==> src/rtl/camera_sensor_emu.sv <==
// DVP-style camera sensor emulator: divided pixel clock, vsync/href frame timing and pixel data
// sourced from an internal (row + col) pattern or an upstream valid/ready stream.
module camera_sensor_emu #(
  parameter int unsigned DATA_W    = 10,
  parameter int unsigned PCLK_DIV  = 2,
  parameter int unsigned H_ACTIVE  = 320,
  parameter int unsigned H_BLANK   = 144,
  parameter int unsigned V_ACTIVE  = 240,
  parameter int unsigned VSYNC_LEN = 3,
  parameter int unsigned V_FRONT   = 16,
  parameter int unsigned V_POST    = 600
) (
  input  logic              clk,
  input  logic              rst,
  input  logic              enable,
  input  logic              pattern_sel,
  input  logic [DATA_W-1:0] pix_data,
  input  logic              pix_valid,
  output logic              pix_ready,
  output logic              pclk_out,
  output logic              vsync_out,
  output logic              href_out,
  output logic [DATA_W-1:0] data_out,
  output logic              busy,
  output logic              frame_done,
  output logic              underrun
);

  localparam int unsigned DIV_W     = $clog2(PCLK_DIV);
  localparam int unsigned PCLK_HALF = PCLK_DIV / 2;
  localparam int unsigned MAX_A     = (VSYNC_LEN > V_FRONT) ? VSYNC_LEN : V_FRONT;
  localparam int unsigned MAX_B     = (H_BLANK > V_POST) ? H_BLANK : V_POST;
  localparam int unsigned CNT_MAX   = (MAX_A > MAX_B) ? MAX_A : MAX_B;
  localparam int unsigned CNT_W     = $clog2(CNT_MAX + 1);
  localparam int unsigned COL_W     = $clog2(H_ACTIVE + 1);
  localparam int unsigned ROW_W     = $clog2(V_ACTIVE + 1);

  typedef enum logic [2:0] {
    S_IDLE,
    S_VSYNC,
    S_VFRONT,
    S_ACTIVE,
    S_BLANK,
    S_VPOST
  } state_t;

  state_t              state_q, state_d, nxt_state;
  logic [DIV_W-1:0]    div_q, div_d;
  logic [CNT_W-1:0]    cnt_q, cnt_d, nxt_cnt;
  logic [COL_W-1:0]    col_q, col_d, nxt_col;
  logic [ROW_W-1:0]    row_q, row_d, nxt_row;
  logic                mode_q, mode_d, nxt_mode;
  logic                nxt_done;
  logic                tick_c;
  logic                pclk_q, pclk_d;
  logic                vsync_q, vsync_d;
  logic                href_q, href_d;
  logic [DATA_W-1:0]   data_q, data_d;
  logic                busy_q, busy_d;
  logic                done_q, done_d;
  logic                underrun_q, underrun_d;
  logic                ready_q, ready_d;

  // State and output registers; everything resets to zero / IDLE
  always_ff @(posedge clk or posedge rst) begin
    if (rst) begin
      state_q    <= S_IDLE;
      div_q      <= '0;
      cnt_q      <= '0;
      col_q      <= '0;
      row_q      <= '0;
      mode_q     <= 1'b0;
      pclk_q     <= 1'b0;
      vsync_q    <= 1'b0;
      href_q     <= 1'b0;
      data_q     <= '0;
      busy_q     <= 1'b0;
      done_q     <= 1'b0;
      underrun_q <= 1'b0;
      ready_q    <= 1'b0;
    end else begin
      state_q    <= state_d;
      div_q      <= div_d;
      cnt_q      <= cnt_d;
      col_q      <= col_d;
      row_q      <= row_d;
      mode_q     <= mode_d;
      pclk_q     <= pclk_d;
      vsync_q    <= vsync_d;
      href_q     <= href_d;
      data_q     <= data_d;
      busy_q     <= busy_d;
      done_q     <= done_d;
      underrun_q <= underrun_d;
      ready_q    <= ready_d;
    end
  end

  always_comb begin
    tick_c = (div_q == DIV_W'(PCLK_DIV - 1));
    div_d  = tick_c ? '0 : div_q + DIV_W'(1);

    // Where the FSM goes on the next tick; state is constant between ticks
    nxt_state = state_q;
    nxt_cnt   = cnt_q + CNT_W'(1);
    nxt_col   = col_q;
    nxt_row   = row_q;
    nxt_mode  = mode_q;
    nxt_done  = 1'b0;
    unique case (state_q)
      S_IDLE: begin
        nxt_cnt = '0;
        if (enable) begin
          nxt_state = S_VSYNC;
          nxt_row   = '0;
          nxt_col   = '0;
          nxt_mode  = pattern_sel;
        end
      end
      S_VSYNC: begin
        if (cnt_q == CNT_W'(VSYNC_LEN - 1)) begin
          nxt_state = S_VFRONT;
          nxt_cnt   = '0;
        end
      end
      S_VFRONT: begin
        if (cnt_q == CNT_W'(V_FRONT - 1)) begin
          nxt_state = S_ACTIVE;
          nxt_cnt   = '0;
          nxt_col   = '0;
        end
      end
      S_ACTIVE: begin
        nxt_cnt = '0;
        if (col_q == COL_W'(H_ACTIVE - 1)) begin
          if (row_q < ROW_W'(V_ACTIVE - 1)) begin
            nxt_state = S_BLANK;
            nxt_row   = row_q + ROW_W'(1);
          end else begin
            nxt_state = S_VPOST;
          end
        end else begin
          nxt_col = col_q + COL_W'(1);
        end
      end
      S_BLANK: begin
        if (cnt_q == CNT_W'(H_BLANK - 1)) begin
          nxt_state = S_ACTIVE;
          nxt_cnt   = '0;
          nxt_col   = '0;
        end
      end
      S_VPOST: begin
        if (cnt_q == CNT_W'(V_POST - 1)) begin
          nxt_done = 1'b1;
          nxt_cnt  = '0;
          if (enable) begin
            nxt_state = S_VSYNC;
            nxt_row   = '0;
            nxt_col   = '0;
            nxt_mode  = pattern_sel;
          end else begin
            nxt_state = S_IDLE;
          end
        end
      end
      default: nxt_state = S_IDLE;
    endcase

    state_d    = state_q;
    cnt_d      = cnt_q;
    col_d      = col_q;
    row_d      = row_q;
    mode_d     = mode_q;
    vsync_d    = vsync_q;
    href_d     = href_q;
    data_d     = data_q;
    done_d     = 1'b0;
    underrun_d = 1'b0;
    if (tick_c) begin
      state_d = nxt_state;
      cnt_d   = nxt_cnt;
      col_d   = nxt_col;
      row_d   = nxt_row;
      mode_d  = nxt_mode;
      vsync_d = (nxt_state == S_VSYNC);
      href_d  = (nxt_state == S_ACTIVE);
      done_d  = nxt_done;
      data_d  = '0;
      if (nxt_state == S_ACTIVE) begin
        if (nxt_mode) begin
          data_d = DATA_W'(nxt_row) + DATA_W'(nxt_col);
        end else if (pix_valid) begin
          data_d = pix_data;
        end else begin
          underrun_d = 1'b1;
        end
      end
    end

    busy_d  = (state_d != S_IDLE);
    pclk_d  = (div_d >= DIV_W'(PCLK_HALF));
    // Ready covers exactly the clk cycle that ends in a pixel-loading tick
    ready_d = !mode_q && (nxt_state == S_ACTIVE) && (div_d == DIV_W'(PCLK_DIV - 1));
  end

  assign pix_ready  = ready_q;
  assign pclk_out   = pclk_q;
  assign vsync_out  = vsync_q;
  assign href_out   = href_q;
  assign data_out   = data_q;
  assign busy       = busy_q;
  assign frame_done = done_q;
  assign underrun   = underrun_q;

endmodule
==> config.mk <==
export PLATFORM = sky130hd
export DESIGN_NAME = camera_sensor_emu
export DESIGN_NICKNAME = d
export VERILOG_FILES = /design/src/rtl/camera_sensor_emu.sv
export SDC_FILE = /design/constraint.sdc
export NUM_CORES = 1
export LEC_CHECK = 0
export BUFFER_PORTS_ARGS = -buffer_cell sky130_fd_sc_hd__buf_2
export CAP_MARGIN = 20
export CORE_ASPECT_RATIO = 0.8
export CORE_UTILIZATION = 55
export DETAILED_ROUTE_END_ITERATION = 8
export PLACE_DENSITY = 0.75
export SKIP_LAST_GASP = 1
export SYNTH_ARGS = -nofsm -noshare
export SYNTH_HDL_FRONTEND = slang
export SYNTH_SLANG_ARGS = --single-unit
==> constraint.sdc <==
create_clock -name clk -period 5.1 [get_ports clk]
set_clock_uncertainty 0.2 [all_clocks]
set_input_delay 0.51 -clock clk [delete_from_list [all_inputs] [get_ports clk]]
set_output_delay 0.51 -clock clk [all_outputs]
set_load 0.05 [all_outputs]
==> results_tabular.tex <==
\begin{tabular}{lr}
\hline
Metric & Value \\
\hline
\multicolumn{2}{l}{\textbf{Run status}} \\
\quad Status & finished clean \\
\multicolumn{2}{l}{\textbf{GRT}} \\
\quad Global-route wire length before repair & 13.4 mm \\
\quad Total congestion overflow & 0 \\
\quad Maximum number of pins on one net before global-route repair & 49 \\
\quad Initial antenna violation count & 0 \\
\quad Via count of the first global-routing pass & 2757 \\
\quad Global routing usage summed across all routing layers & 27.7\% \\
\multicolumn{2}{l}{\textbf{Drt}} \\
\quad WL/cell & 16.6 um \\
\quad Sum of routed wire length over all layers & 8.00 mm \\
\quad Via Count & 2949 \\
\quad TritonRoute pass-1 iters & 4 \\
\quad ANT nets after route & 0 \\
\quad Number of DRC violations after detailed-routing iteration 0 & 209 \\
\quad Drc violations & 0 \\
\quad Vias per std cell & 6.13 \\
\multicolumn{2}{l}{\textbf{Floorplan}} \\
\quad Num ports & 32 \\
\quad Initial core utilization & 56.9\% \\
\quad Die extent in y & 71.7 um \\
\quad Std cell rows & 25 \\
\quad Die W & 89.2 um \\
\quad Overall die area & 0.00640 mm2 \\
\quad Core footprint & 0.00588 mm2 \\
\multicolumn{2}{l}{\textbf{Place}} \\
\quad Final weighted congestion in routability-driven placement & 0.876 \\
\quad Dpl hpwl & 5.88 mm \\
\quad Count of buffers inserted at the top-level ports & 31 \\
\quad Dpl cell area & 0.00354 mm2 \\
\quad Placed Instances & 471 \\
\multicolumn{2}{l}{\textbf{Clock network}} \\
\quad Clk buf depth & 2 \\
\quad TritonCTS clock tree & yes \\
\quad CTS H-tree lvls & 2 \\
\quad CTS resizes & 0 \\
\quad Number of buffers added by the clock tree synthesis step & 5 \\
\quad Post-CTS clock slew at the launch and capture registers of the worst setup and hold paths & 0.10 ns \\
\quad Clk sinks & 48 \\
\quad Clock Root Buffer & clkbuf\_8 \\
\quad Worst skew pair latency & 0.31 ns \\
\multicolumn{2}{l}{\textbf{Worst setup path}} \\
\quad Flop-to-flop setup slack & 0.69 ns \\
\quad Worst setup startpoint & row\_q[0]\$\_DFFE\_PP0P\_ \\
\quad Kind of critical path & reg -> reg \\
\quad Max FO, Critical Path & 9 \\
\quad Data arrival time of the worst path & 4.41 ns \\
\quad Launching element type of the critical path & flop \\
\quad Number of cells on the worst reg-to-reg path & 18 \\
\quad Worst R2R End & data\_out[7]\$\_DFFE\_PP0P\_ \\
\quad Worst Path Required & 5.10 ns \\
\quad Reg-to-reg critical path startpoint & row\_q[0]\$\_DFFE\_PP0P\_ \\
\quad Crit end category & flop \\
\multicolumn{2}{l}{\textbf{Synthesis}} \\
\quad Mean instance size in the synthesized netlist & 8.97 um2 \\
\quad Netlist area before placement & 0.00334 mm2 \\
\quad Share of Yosys cell area claimed by the top area cell type & 35.9\% \\
\quad Share of async-settable or async-resettable flops after synthesis & 100\% \\
\quad Number of instances in the synthesized netlist & 373 \\
\quad Unique cell type count in the Yosys netlist & 68 \\
\quad Number of nets in the synthesized netlist & 402 \\
\quad Yosys top cell by area & dfrtp\_1 \\
\quad Proportion of synthesized chip area in sequential cells & 35.9\% \\
\quad Synthesis-stage register bit count & 48 \\
\quad Most common cell in the synthesized netlist & dfrtp\_1 \\
\quad Count of synthesis-stage warnings from yosys & 0 \\
\quad Number of enable-type register cells in the synthesized netlist & 0 \\
\quad Top cells by area, synth & dfrtp\_1, ha\_1, nor2\_1 \\
\quad Dominant synthesized flop cell & dfrtp\_1 \\
\quad Cell types with the highest counts after synthesis & dfrtp\_1, nor2\_1, nand2\_1, a21oi\_1, o21ai\_0 \\
\multicolumn{2}{l}{\textbf{Final layout}} \\
\quad Post-layout instance area & 0.00367 mm2 \\
\quad Ratio of cells with drive above 1 in the final layout & 18.8\% \\
\quad Core utilization of the finished layout & 62.4\% \\
\quad Diodes inserted & 0 \\
\quad Syn-to-layout area delta & 9.65\% \\
\quad Post-layout instance count excluding filler cells & 481 \\
\quad Post-layout nets & 428 \\
\multicolumn{2}{l}{\textbf{Pwr}} \\
\quad Power density over the cells & 175 mW/mm2 \\
\quad Reported leakage power & 1.66 nW \\
\quad Max IR drop VDD & 178 uV \\
\multicolumn{2}{l}{\textbf{Hold path}} \\
\quad Worst hold path cell count & 2 \\
\quad Terminating pin of the worst hold path & underrun\$\_DFF\_PP0\_ \\
\quad Worst hold path startpoint & pix\_valid \\
\quad Hold WC Path Type & in -> reg \\
\multicolumn{2}{l}{\textbf{Timing}} \\
\quad Highest clock rate & 227 MHz \\
\quad Normalized max-slew margin & 55.2\% \\
\quad Number of hold violations in the final report & 0 \\
\quad Fraction of the cycle the final worst path needs & 86.4\% \\
\quad Setup TNS Final & 0 ns \\
\quad Period minus WS final & 4.41 ns \\
\quad Number of failing setup endpoints in the final timing report & 0 \\
\quad Transition time at the pin with the least slew margin & 0.668 ns \\
\quad Setup repair after global routing missed its margin & false \\
\quad Final max-slew violation count & 0 \\
\multicolumn{2}{l}{\textbf{Flow run}} \\
\quad Maxcap violations & 0 \\
\hline
\end{tabular}
==> metrics by stage <==
step,hold WS (ns),worst slack [ns],total power [W]
floorplan,0.296,1.26,0.000394
global placement,0.272,0.940,0.000402
detailed placement,0.274,0.760,0.000402
CTS,0.162,0.721,0.000648
global route,0.167,0.326,0.000665
finish,0.169,0.693,0.000641
==> critical path, stage by stage, from the launching register on <==
cell and delay (ns):
dfrtp_1 0.42, ha_1 0.25, and3_1 0.22, o21bai_1 0.48
nand2_1 0.10, o21a_1 0.17, o21ai_0 0.22, inv_1 0.08
a32oi_1 0.33, inv_1 0.09, ha_1 0.30, a21o_1 0.17
a21oi_1 0.22, o21bai_1 0.10, a21oi_1 0.22, o21ai_0 0.20
xnor2_1 0.19, nor2_1 0.06, a221o_1 0.28
==> state kept, by name, indices dropped and copies added (netlist names), 3 cells and up <==
name / count
cnt_q: 10
col_q: 9
data_out: 10
row_q: 8
state_q: 3
==> repair_timing <==
| item | 4_1_cts | 5_1_grt |
|---|---|---|
| hold buffers | 0 | 1 |
| buffers inserted | 0 | 0 |
| endpoints found under the setup margin | 0 | 0 |
| hold endpoints to repair | 0 | 5 |
==> worst max path at each step <==
| stage | endpoint | depth (start not counted) |
|---|---|---|
| after detailed placement | data_out[7]$_DFFE_PP0P_ | 18 |
| final | data_out[7]$_DFFE_PP0P_ | 18 |
| after global routing | data_out[7]$_DFFE_PP0P_ | 18 |
| after global placement | data_out[7]$_DFFE_PP0P_ | 18 |
| after floorplan | data_out[7]$_DFFE_PP0P_ | 18 |
| after CTS | data_out[7]$_DFFE_PP0P_ | 18 |
==> cell usage in the layout, fill, tap and decap left out, types with 4 or more instances in the layout <==
| cell | Yosys | layout |
|---|---|---|
| a21oi_1 | 27 | 27 |
| a221o_1 | 5 | 5 |
| a31oi_1 | 12 | 12 |
| and3_1 | 7 | 7 |
| buf_2 | 5 | 32 |
| clkbuf_8 | 0 | 5 |
| dfrtp_1 | 48 | 48 |
| ha_1 | 13 | 13 |
| inv_1 | 15 | 14 |
| mux2_2 | 9 | 9 |
| nand2_1 | 28 | 28 |
| nand2b_1 | 7 | 7 |
| nand3_1 | 13 | 13 |
| nand4_1 | 6 | 6 |
| nand4b_1 | 5 | 5 |
| nor2_1 | 41 | 41 |
| nor2b_1 | 5 | 5 |
| nor3_1 | 6 | 6 |
| o21ai_0 | 20 | 20 |
| o21bai_1 | 4 | 4 |
| o31ai_1 | 7 | 7 |
| or3_1 | 4 | 4 |
| xnor2_1 | 6 | 6 |
==> cells by family (layout without fill, tap and decap cells) <==
| group | Yosys count | count (layout) | synth area share [%] |
|---|---|---|---|
| multiplexers | 13 | 13 | 4.38 |
| AND/OR/NAND/NOR | 149 | 149 | 25.4 |
| XOR/XNOR | 9 | 9 | 2.36 |
| adder cells (fa/ha/maj) | 14 | 14 | 5.46 |
| AO/OA/AOI/OAI | 108 | 108 | 22.5 |
| flip-flops | 48 | 48 | 35.9 |
| buffers and inverters | 32 | 59 | 4.00 |
==> metal layers <==
| metal | global-route usage [%] | vias to the layer above | part of all wire, % |
|---|---|---|---|
| li1 | - | 1436 | - |
| met1 | 43.0 | 1393 | 49 |
| met2 | 39.6 | 108 | 43 |
| met3 | 5.41 | 12 | 6.9 |
| met4 | 6.35 | 0 | 1.3 |
| met5 | 0 | - | 0 |
==> final cells by class <==
cell class,count,area [um2]
inverter,15,56.3
tap,81,101
fill,545,2210
clock buffer,5,68.8
clock inverter,3,25.0
multi-input combinational,293,2010
sequential,48,1200
timing repair buffer,36,205
==> power by group <==
part           switching [W]   total, W  internal (W)
Clock               0.000145   0.000245      0.000100
Combinational     0.00000982  0.0000160    0.00000618
Sequential                 0   0.000380      0.000380
Total               0.000155   0.000641      0.000487
No activity file was read; power rests on OpenSTA's default activity.
